--- src/rtl/memory_access_stage.sv ---
// Memory-access pipeline stage: internal DEPTH x DATA_W RAM with MEM_LAT-cycle access,
// registered write-back outputs and an upstream stall while an access is in flight.
module memory_access_stage #(
   parameter int DATA_W  = 8,
   parameter int ADDR_W  = 8,
   parameter int DEPTH   = 256,
   parameter int MEM_LAT = 2
) (
   input  logic              Clk4,
   input  logic              Rst_n,
   input  logic [DATA_W-1:0] ans_ex,
   input  logic [DATA_W-1:0] B_bypass,
   input  logic [3:0]        Flag,
   input  logic              Mem_en_ex,
   input  logic              Mem_rw_ex,
   input  logic              Mem_mux_sel_ex,
   input  logic [4:0]        Rw_ex,
   output logic [DATA_W-1:0] Wb_data,
   output logic [4:0]        Rw_mem,
   output logic              Reg_wr_mem,
   output logic [3:0]        Flag_mem,
   output logic              Stall_mem
);

   typedef enum logic {IDLE, BUSY} state_t;

   state_t            state_q, state_d;
   logic [3:0]        cnt_q, cnt_d;
   logic [DATA_W-1:0] addr_q, addr_d, data_q, data_d;
   logic              rw_q, rw_d, sel_q, sel_d;
   logic [4:0]        rd_q, rd_d;
   logic [3:0]        flag_q, flag_d;

   logic [DATA_W-1:0] wb_q, wb_d;
   logic [4:0]        rwm_q, rwm_d;
   logic              regwr_q, regwr_d;
   logic [3:0]        flagm_q, flagm_d;
   logic              stall_q, stall_d;

   logic [DATA_W-1:0] mem_q [DEPTH];

   logic [DATA_W-1:0] req_addr, req_data, rd_word;
   logic              req_rw, req_sel, complete, mem_we;
   logic [4:0]        req_rd;
   logic [3:0]        req_flag;
   logic [ADDR_W-1:0] ram_idx;

   // In IDLE a single-cycle access completes straight from the inputs; in BUSY from the capture.
   always_comb begin
      req_addr = addr_q;
      req_data = data_q;
      req_rw   = rw_q;
      req_sel  = sel_q;
      req_rd   = rd_q;
      req_flag = flag_q;
      if (state_q == IDLE) begin
         req_addr = ans_ex;
         req_data = B_bypass;
         req_rw   = Mem_rw_ex;
         req_sel  = Mem_mux_sel_ex;
         req_rd   = Rw_ex;
         req_flag = Flag;
      end
   end

   assign ram_idx = req_addr[ADDR_W-1:0];
   assign rd_word = mem_q[ram_idx];

   always_comb begin
      state_d  = state_q;
      cnt_d    = cnt_q;
      addr_d   = addr_q;
      data_d   = data_q;
      rw_d     = rw_q;
      sel_d    = sel_q;
      rd_d     = rd_q;
      flag_d   = flag_q;
      wb_d     = wb_q;
      rwm_d    = rwm_q;
      regwr_d  = regwr_q;
      flagm_d  = flagm_q;
      stall_d  = stall_q;
      complete = 1'b0;
      case (state_q)
         IDLE: begin
            if (Mem_en_ex) begin
               addr_d = ans_ex;
               data_d = B_bypass;
               rw_d   = Mem_rw_ex;
               sel_d  = Mem_mux_sel_ex;
               rd_d   = Rw_ex;
               flag_d = Flag;
               if (MEM_LAT == 1) begin
                  complete = 1'b1;
               end else begin
                  state_d = BUSY;
                  cnt_d   = 4'(MEM_LAT - 1);
                  stall_d = 1'b1;
                  regwr_d = 1'b0;
               end
            end else begin
               wb_d    = ans_ex;
               rwm_d   = Rw_ex;
               flagm_d = Flag;
               regwr_d = (Rw_ex != '0);
               stall_d = 1'b0;
            end
         end
         BUSY: begin
            if (cnt_q == 4'd1) begin
               complete = 1'b1;
               state_d  = IDLE;
               cnt_d    = '0;
               stall_d  = 1'b0;
            end else begin
               cnt_d   = cnt_q - 4'd1;
               regwr_d = 1'b0;
            end
         end
         default: state_d = IDLE;
      endcase
      if (complete) begin
         rwm_d   = req_rd;
         flagm_d = req_flag;
         if (req_rw) begin
            wb_d    = req_addr;
            regwr_d = 1'b0;
         end else begin
            wb_d    = req_sel ? rd_word : req_addr;
            regwr_d = (req_rd != '0);
         end
      end
   end

   assign mem_we = complete & req_rw;

   always_ff @(posedge Clk4) begin
      if (!Rst_n) begin
         state_q <= IDLE;
         cnt_q   <= '0;
         addr_q  <= '0;
         data_q  <= '0;
         rw_q    <= 1'b0;
         sel_q   <= 1'b0;
         rd_q    <= '0;
         flag_q  <= '0;
         wb_q    <= '0;
         rwm_q   <= '0;
         regwr_q <= 1'b0;
         flagm_q <= '0;
         stall_q <= 1'b0;
      end else begin
         state_q <= state_d;
         cnt_q   <= cnt_d;
         addr_q  <= addr_d;
         data_q  <= data_d;
         rw_q    <= rw_d;
         sel_q   <= sel_d;
         rd_q    <= rd_d;
         flag_q  <= flag_d;
         wb_q    <= wb_d;
         rwm_q   <= rwm_d;
         regwr_q <= regwr_d;
         flagm_q <= flagm_d;
         stall_q <= stall_d;
      end
   end

   // RAM is not reset, but a reset edge suppresses any completing write.
   always_ff @(posedge Clk4) begin
      if (Rst_n && mem_we) begin
         mem_q[ram_idx] <= req_data;
      end
   end

   assign Wb_data    = wb_q;
   assign Rw_mem     = rwm_q;
   assign Reg_wr_mem = regwr_q;
   assign Flag_mem   = flagm_q;
   assign Stall_mem  = stall_q;

endmodule

--- config.mk ---
export PLATFORM = sky130hd
export DESIGN_NAME = memory_access_stage
export DESIGN_NICKNAME = d
export VERILOG_FILES = /design/src/rtl/memory_access_stage.sv
export SDC_FILE = /design/constraint.sdc
export NUM_CORES = 2
export LEC_CHECK = 0
export ABC_AREA = 0
export CAP_MARGIN = 10
export CORE_MARGIN = 4
export CORE_UTILIZATION = 64
export DETAILED_ROUTE_END_ITERATION = 10
export PLACE_DENSITY = 0.8
export SLEW_MARGIN = 40
export SYNTH_ARGS = -nofsm -noshare
export SYNTH_HDL_FRONTEND = slang
export SYNTH_SLANG_ARGS = --single-unit
--- constraint.sdc ---
create_clock -name Clk4 -period 8.65 [get_ports Clk4]
set_clock_uncertainty 0.05 [all_clocks]
set_input_delay 2.595 -clock Clk4 [delete_from_list [all_inputs] [get_ports Clk4]]
set_output_delay 2.595 -clock Clk4 [all_outputs]
set_load 0.01 [all_outputs]
==> results.md <==
- Clock-pin slew was measured on the worst setup and hold paths at around 0.060 ns.
- The path category of the worst min-delay check is reg -> reg.
- Among all flip-flop cells after synthesis, the most frequent one is sky130_fd_sc_hd__edfxtp_1.
- The average size of a mapped cell is slightly below 20 um^2.
- The root buffer cell chosen for the clock tree is sky130_fd_sc_hd__clkbuf_16.
- The maximum ir drop on the vdd rail is between 0.2 and 0.3 mV.
- The number of DRC markers after the initial detailed-route iteration is between 7,000 and 8,000.
- The final critical-path share of the clock period is 0.7822.
- The maximum achievable frequency is 0.1478 GHz.
- The floorplan die area is 0.1326 mm^2.
- The die outline width is 364.1 um.
- The accumulated negative setup slack is 0 ns.
- STA classifies the critical path endpoint as a flip-flop.
- The proportion of netlist area held by the largest area contributor is 0.7577.
- The final layout contains 4,319 nets.
- The share of the synthesized netlist area taken by xor and xnor gates is 0.
- The number of buffers inserted by post-CTS setup repair is 0.
- The initial standard-cell utilization of the core is 0.6456.
- The largest total area in the synthesized netlist belongs to sky130_fd_sc_hd__edfxtp_1.
- The share of synthesized area spent on multiplexers is 0.1379.
- Sorting the synthesized cells by how often they occur yields sky130_fd_sc_hd__edfxtp_1, sky130_fd_sc_hd__mux4_2, sky130_fd_sc_hd__nor2_1.
- The simple logic cell fraction of the synthesized area is 0.03166.
- The routability congestion estimate from global placement is 0.9195.
- Clock tree synthesis inserted a total of 197 buffers.
- The HPWL after detailed placement is 123,700 um.
- After synthesis, the largest family of logic cells by area is multiplexers.
- The post-synthesis register bit count is 2,099.
- The count of pins over their slew limit was 0.
- The number of vias per cell is around 7.2.
- The clock net sink count is between 2,000 and 2,500.
- The first global-routing pass estimated just over 300,000 um of wire.
- The count of endpoints failing setup in the final report is 0.
- The number of gates given a new drive strength after cts is 0.
- The dominant cell by count in the synthesized netlist is sky130_fd_sc_hd__edfxtp_1.
- The number of cells produced by synthesis is roughly 4,200.
- STA classifies the critical path startpoint as an input pin.
- Of the total synthesized cell area, the portion taken by full adders, half adders and majority gates is 0.0003083.
- The clock tree from TritonCTS is done.
- Measured against its own limit, the worst slew margin works out to 0.3501.
- After detailed routing, the number of remaining DRC violations is 0.
- The hold-fix buffer count after cts is 0.
- The fraction of registers with async set or reset after synthesis is 0.
- The maximum number of pins on one net before global-route repair is 107.
- Row generation in the floorplan step produced 130 rows.
- The largest driver fanout on the critical path is 73.
- The count of final hold-check violations is 0.
- The count of flip-flops with a built-in enable after synthesis is just over 2,000.
- Relative to the synthesized area, the layout overhead comes to 11.58%.
- For this run, the total global-route usage over all layers was measured as 0.3262.
- The compound-gate portion of the synthesized area came to 0.04344.
- Data on the critical path arrives at its endpoint at ~7.4 ns.
- Yosys attributes the largest share of cell area to sky130_fd_sc_hd__edfxtp_1, sky130_fd_sc_hd__mux4_2, sky130_fd_sc_hd__mux2i_1.
- After filler insertion, the fill cell instance count of the layout stands at 6,912.
- In the final routed layout, each cell accounts on average for between 30 and 40 um.
- The minimum clock period is roughly 6.8 ns.
- The static leakage is ~28 nW.
- The flow ran to the end, and the final reports show no timing, DRC or antenna violations.
- Across the run, the number of max-cap violations was 0.
- The type of the worst setup path is in -> reg.
- The total number of H-tree levels is 4.
- Summed over all layers, the routed wires come to 212,800 um.
- The die height is between 300 and 400 um.
- In this run the cell area of the synthesized design comes to around 0.081 mm^2.
- The area inside the core boundary is between 0.1 and 0.15 mm^2.
- Global routing finished with a remaining overflow of 0.
- The net count after synthesis is around 4,200.
- The clock passes through at most 3 buffers.
- The areal power density over the cells is 237.2 mW/mm^2.
- The number of antenna violations at the first check in global routing is 4.
- The via count of the first global-routing pass is between 40,000 and 50,000.
- At the placement stage, the worst setup path has a slack of 1.676 ns.
- For the pin with the worst max-slew slack, the measured transition is about 0.97 ns.
- Of the synthesized area, sequential elements account for 0.7703.
- The insertion delay to the later sink of the worst-skew pair is 0.83 ns.
- The total vias in the final route is 43,850.
- The worst path required time is between 9 and 10 ns.
- The count of input and output buffers is 48.
- Counting distinct cell types in the post-synthesis netlist gives 55.
- The count of pins on the block boundary is a little under 50.
- Setup repair after global routing left no endpoint under its margin.
- The pre-antenna-repair detailed-routing pass consisted of 7 iterations.
- Of the cells placed in the final design, the portion with a size suffix greater than 1 is 0.2134.
- Yosys printed 0 warnings.
- Across all setup checks in the final design, the least slack found is 1.884 ns.
- The number of nets with antenna violations after routing is 0.
state kept, by name, summed over array words and instances, names as in the netlist, 4 cells and up:
signal	cells
cnt_q	4
Wb_data	8
flag_q	4
Rw_mem	5
mem_q	2048
rd_q	5
Flag_mem	4
addr_q	8
data_q	8
layout by cell type (no fill, tap or decap), types with 6 or more instances in the layout:
cell                              count
sky130_fd_sc_hd__a21oi_1            134
sky130_fd_sc_hd__bufinv_16           13
sky130_fd_sc_hd__buf_6                8
sky130_fd_sc_hd__mux2_8              10
sky130_fd_sc_hd__o22ai_1            138
sky130_fd_sc_hd__clkinv_8             6
sky130_fd_sc_hd__nor3_1               8
sky130_fd_sc_hd__inv_1                7
sky130_fd_sc_hd__edfxtp_1          2048
sky130_fd_sc_hd__o41ai_1             16
sky130_fd_sc_hd__nor2_1             166
sky130_fd_sc_hd__nor4_1              24
sky130_fd_sc_hd__buf_4               98
sky130_fd_sc_hd__nand2b_1             6
sky130_fd_sc_hd__o211ai_1             9
sky130_fd_sc_hd__nand4_1              9
sky130_fd_sc_hd__o21ai_0             16
sky130_fd_sc_hd__a41oi_1             21
sky130_fd_sc_hd__a22o_1               7
sky130_fd_sc_hd__dfxtp_1             50
sky130_fd_sc_hd__o21ai_2              6
sky130_fd_sc_hd__a311oi_1            10
sky130_fd_sc_hd__nand3_1             13
sky130_fd_sc_hd__buf_12              14
sky130_fd_sc_hd__nand2_2             10
sky130_fd_sc_hd__clkinv_2            37
sky130_fd_sc_hd__o21ai_4             10
sky130_fd_sc_hd__mux4_2             377
sky130_fd_sc_hd__o21ai_1              7
sky130_fd_sc_hd__a22oi_1            127
sky130_fd_sc_hd__clkbuf_1            41
sky130_fd_sc_hd__mux2i_1            254
sky130_fd_sc_hd__clkbuf_16          199
sky130_fd_sc_hd__clkdlybuf4s50_1     48
sky130_fd_sc_hd__nor2_2             112
sky130_fd_sc_hd__nand2_1            240
sky130_fd_sc_hd__o21a_1               6
sky130_fd_sc_hd__diode_2              6
sky130_fd_sc_hd__clkinv_1            54
layout make-up:
class	instances	area, um^2	area share
Sequential cell	2099	62520	0.6903
Multi-Input combinational cell	1806	18030	0.1991
Clock buffer	240	5134	0.05668
Tap cell	1650	2064	0.02280
Timing Repair Buffer	175	1734	0.01915
Clock inverter	123	1040	0.01148
Inverter	8	30.03	0.0003316
Antenna cell	6	15.01	0.0001658
worst max-delay path, cell delays in order:
cell                              delay (ns)
sky130_fd_sc_hd__clkdlybuf4s50_1        0.56
sky130_fd_sc_hd__mux2_8                 0.65
sky130_fd_sc_hd__buf_4                  0.60
sky130_fd_sc_hd__buf_4                  0.32
sky130_fd_sc_hd__mux4_2                 0.32
sky130_fd_sc_hd__a22oi_1                0.38
sky130_fd_sc_hd__a21oi_1                0.34
sky130_fd_sc_hd__nor3_1                 0.80
sky130_fd_sc_hd__nand4_1                0.19
sky130_fd_sc_hd__a21oi_1                0.35
sky130_fd_sc_hd__a311oi_1               0.10
power by group:
group | switching [mW] | internal [mW]
Combinational | 1.19 | 0.598
Clock | 3.74 | 4.62
Sequential | 0.0223 | 11.3
per-layer routing:
metal  share of wire  wire length, um  GRT usage
met3            0.14            30720     0.1021
met5        0.000061               13          0
met4           0.055            11680     0.1702
met1            0.34            72610     0.4445
met2            0.46            97780     0.4829
final timing paths:
check	depth (start not counted)	end	from	slack (ns)
setup / recovery	11	Wb_data[7]	ans_ex[1]	1.88
setup reg to reg	11	Wb_data[7]	state_q	2.73
hold / removal	2	sel_q	sel_q	0.41
hold reg to reg	2	sel_q	sel_q	0.41
metrics by stage:
stage / instances / hold WS, ns / total power, mW / area (um^2) / utilization
floorplan: 4162 / 0.3829 / 12.63 / 81170 / -
global placement: 5728 / 0.3934 / 13.20 / 83720 / 0.6658
detailed placement: 5736 / 0.3982 / 13.26 / 84100 / 0.6688
CTS: 6099 / 0.4077 / 21.44 / 90270 / 0.7179
global route: 6101 / 0.4343 / 22.01 / 90550 / 0.7202
finish: 6107 / 0.4087 / 21.48 / 90570 / 0.7203
logic make-up (layout without fill, tap and decap cells):
family                     count (synthesis)  in the layout
muxes                                    645            645
DFF                                     2099           2099
adders and majority gates                  2              2
buffers and inverters                    257            546
AOI/OAI and AO/OA                        537            537
and+or+nand+nor                          622            622
other                                      0              6
Power figures use the tool's default switching activity.
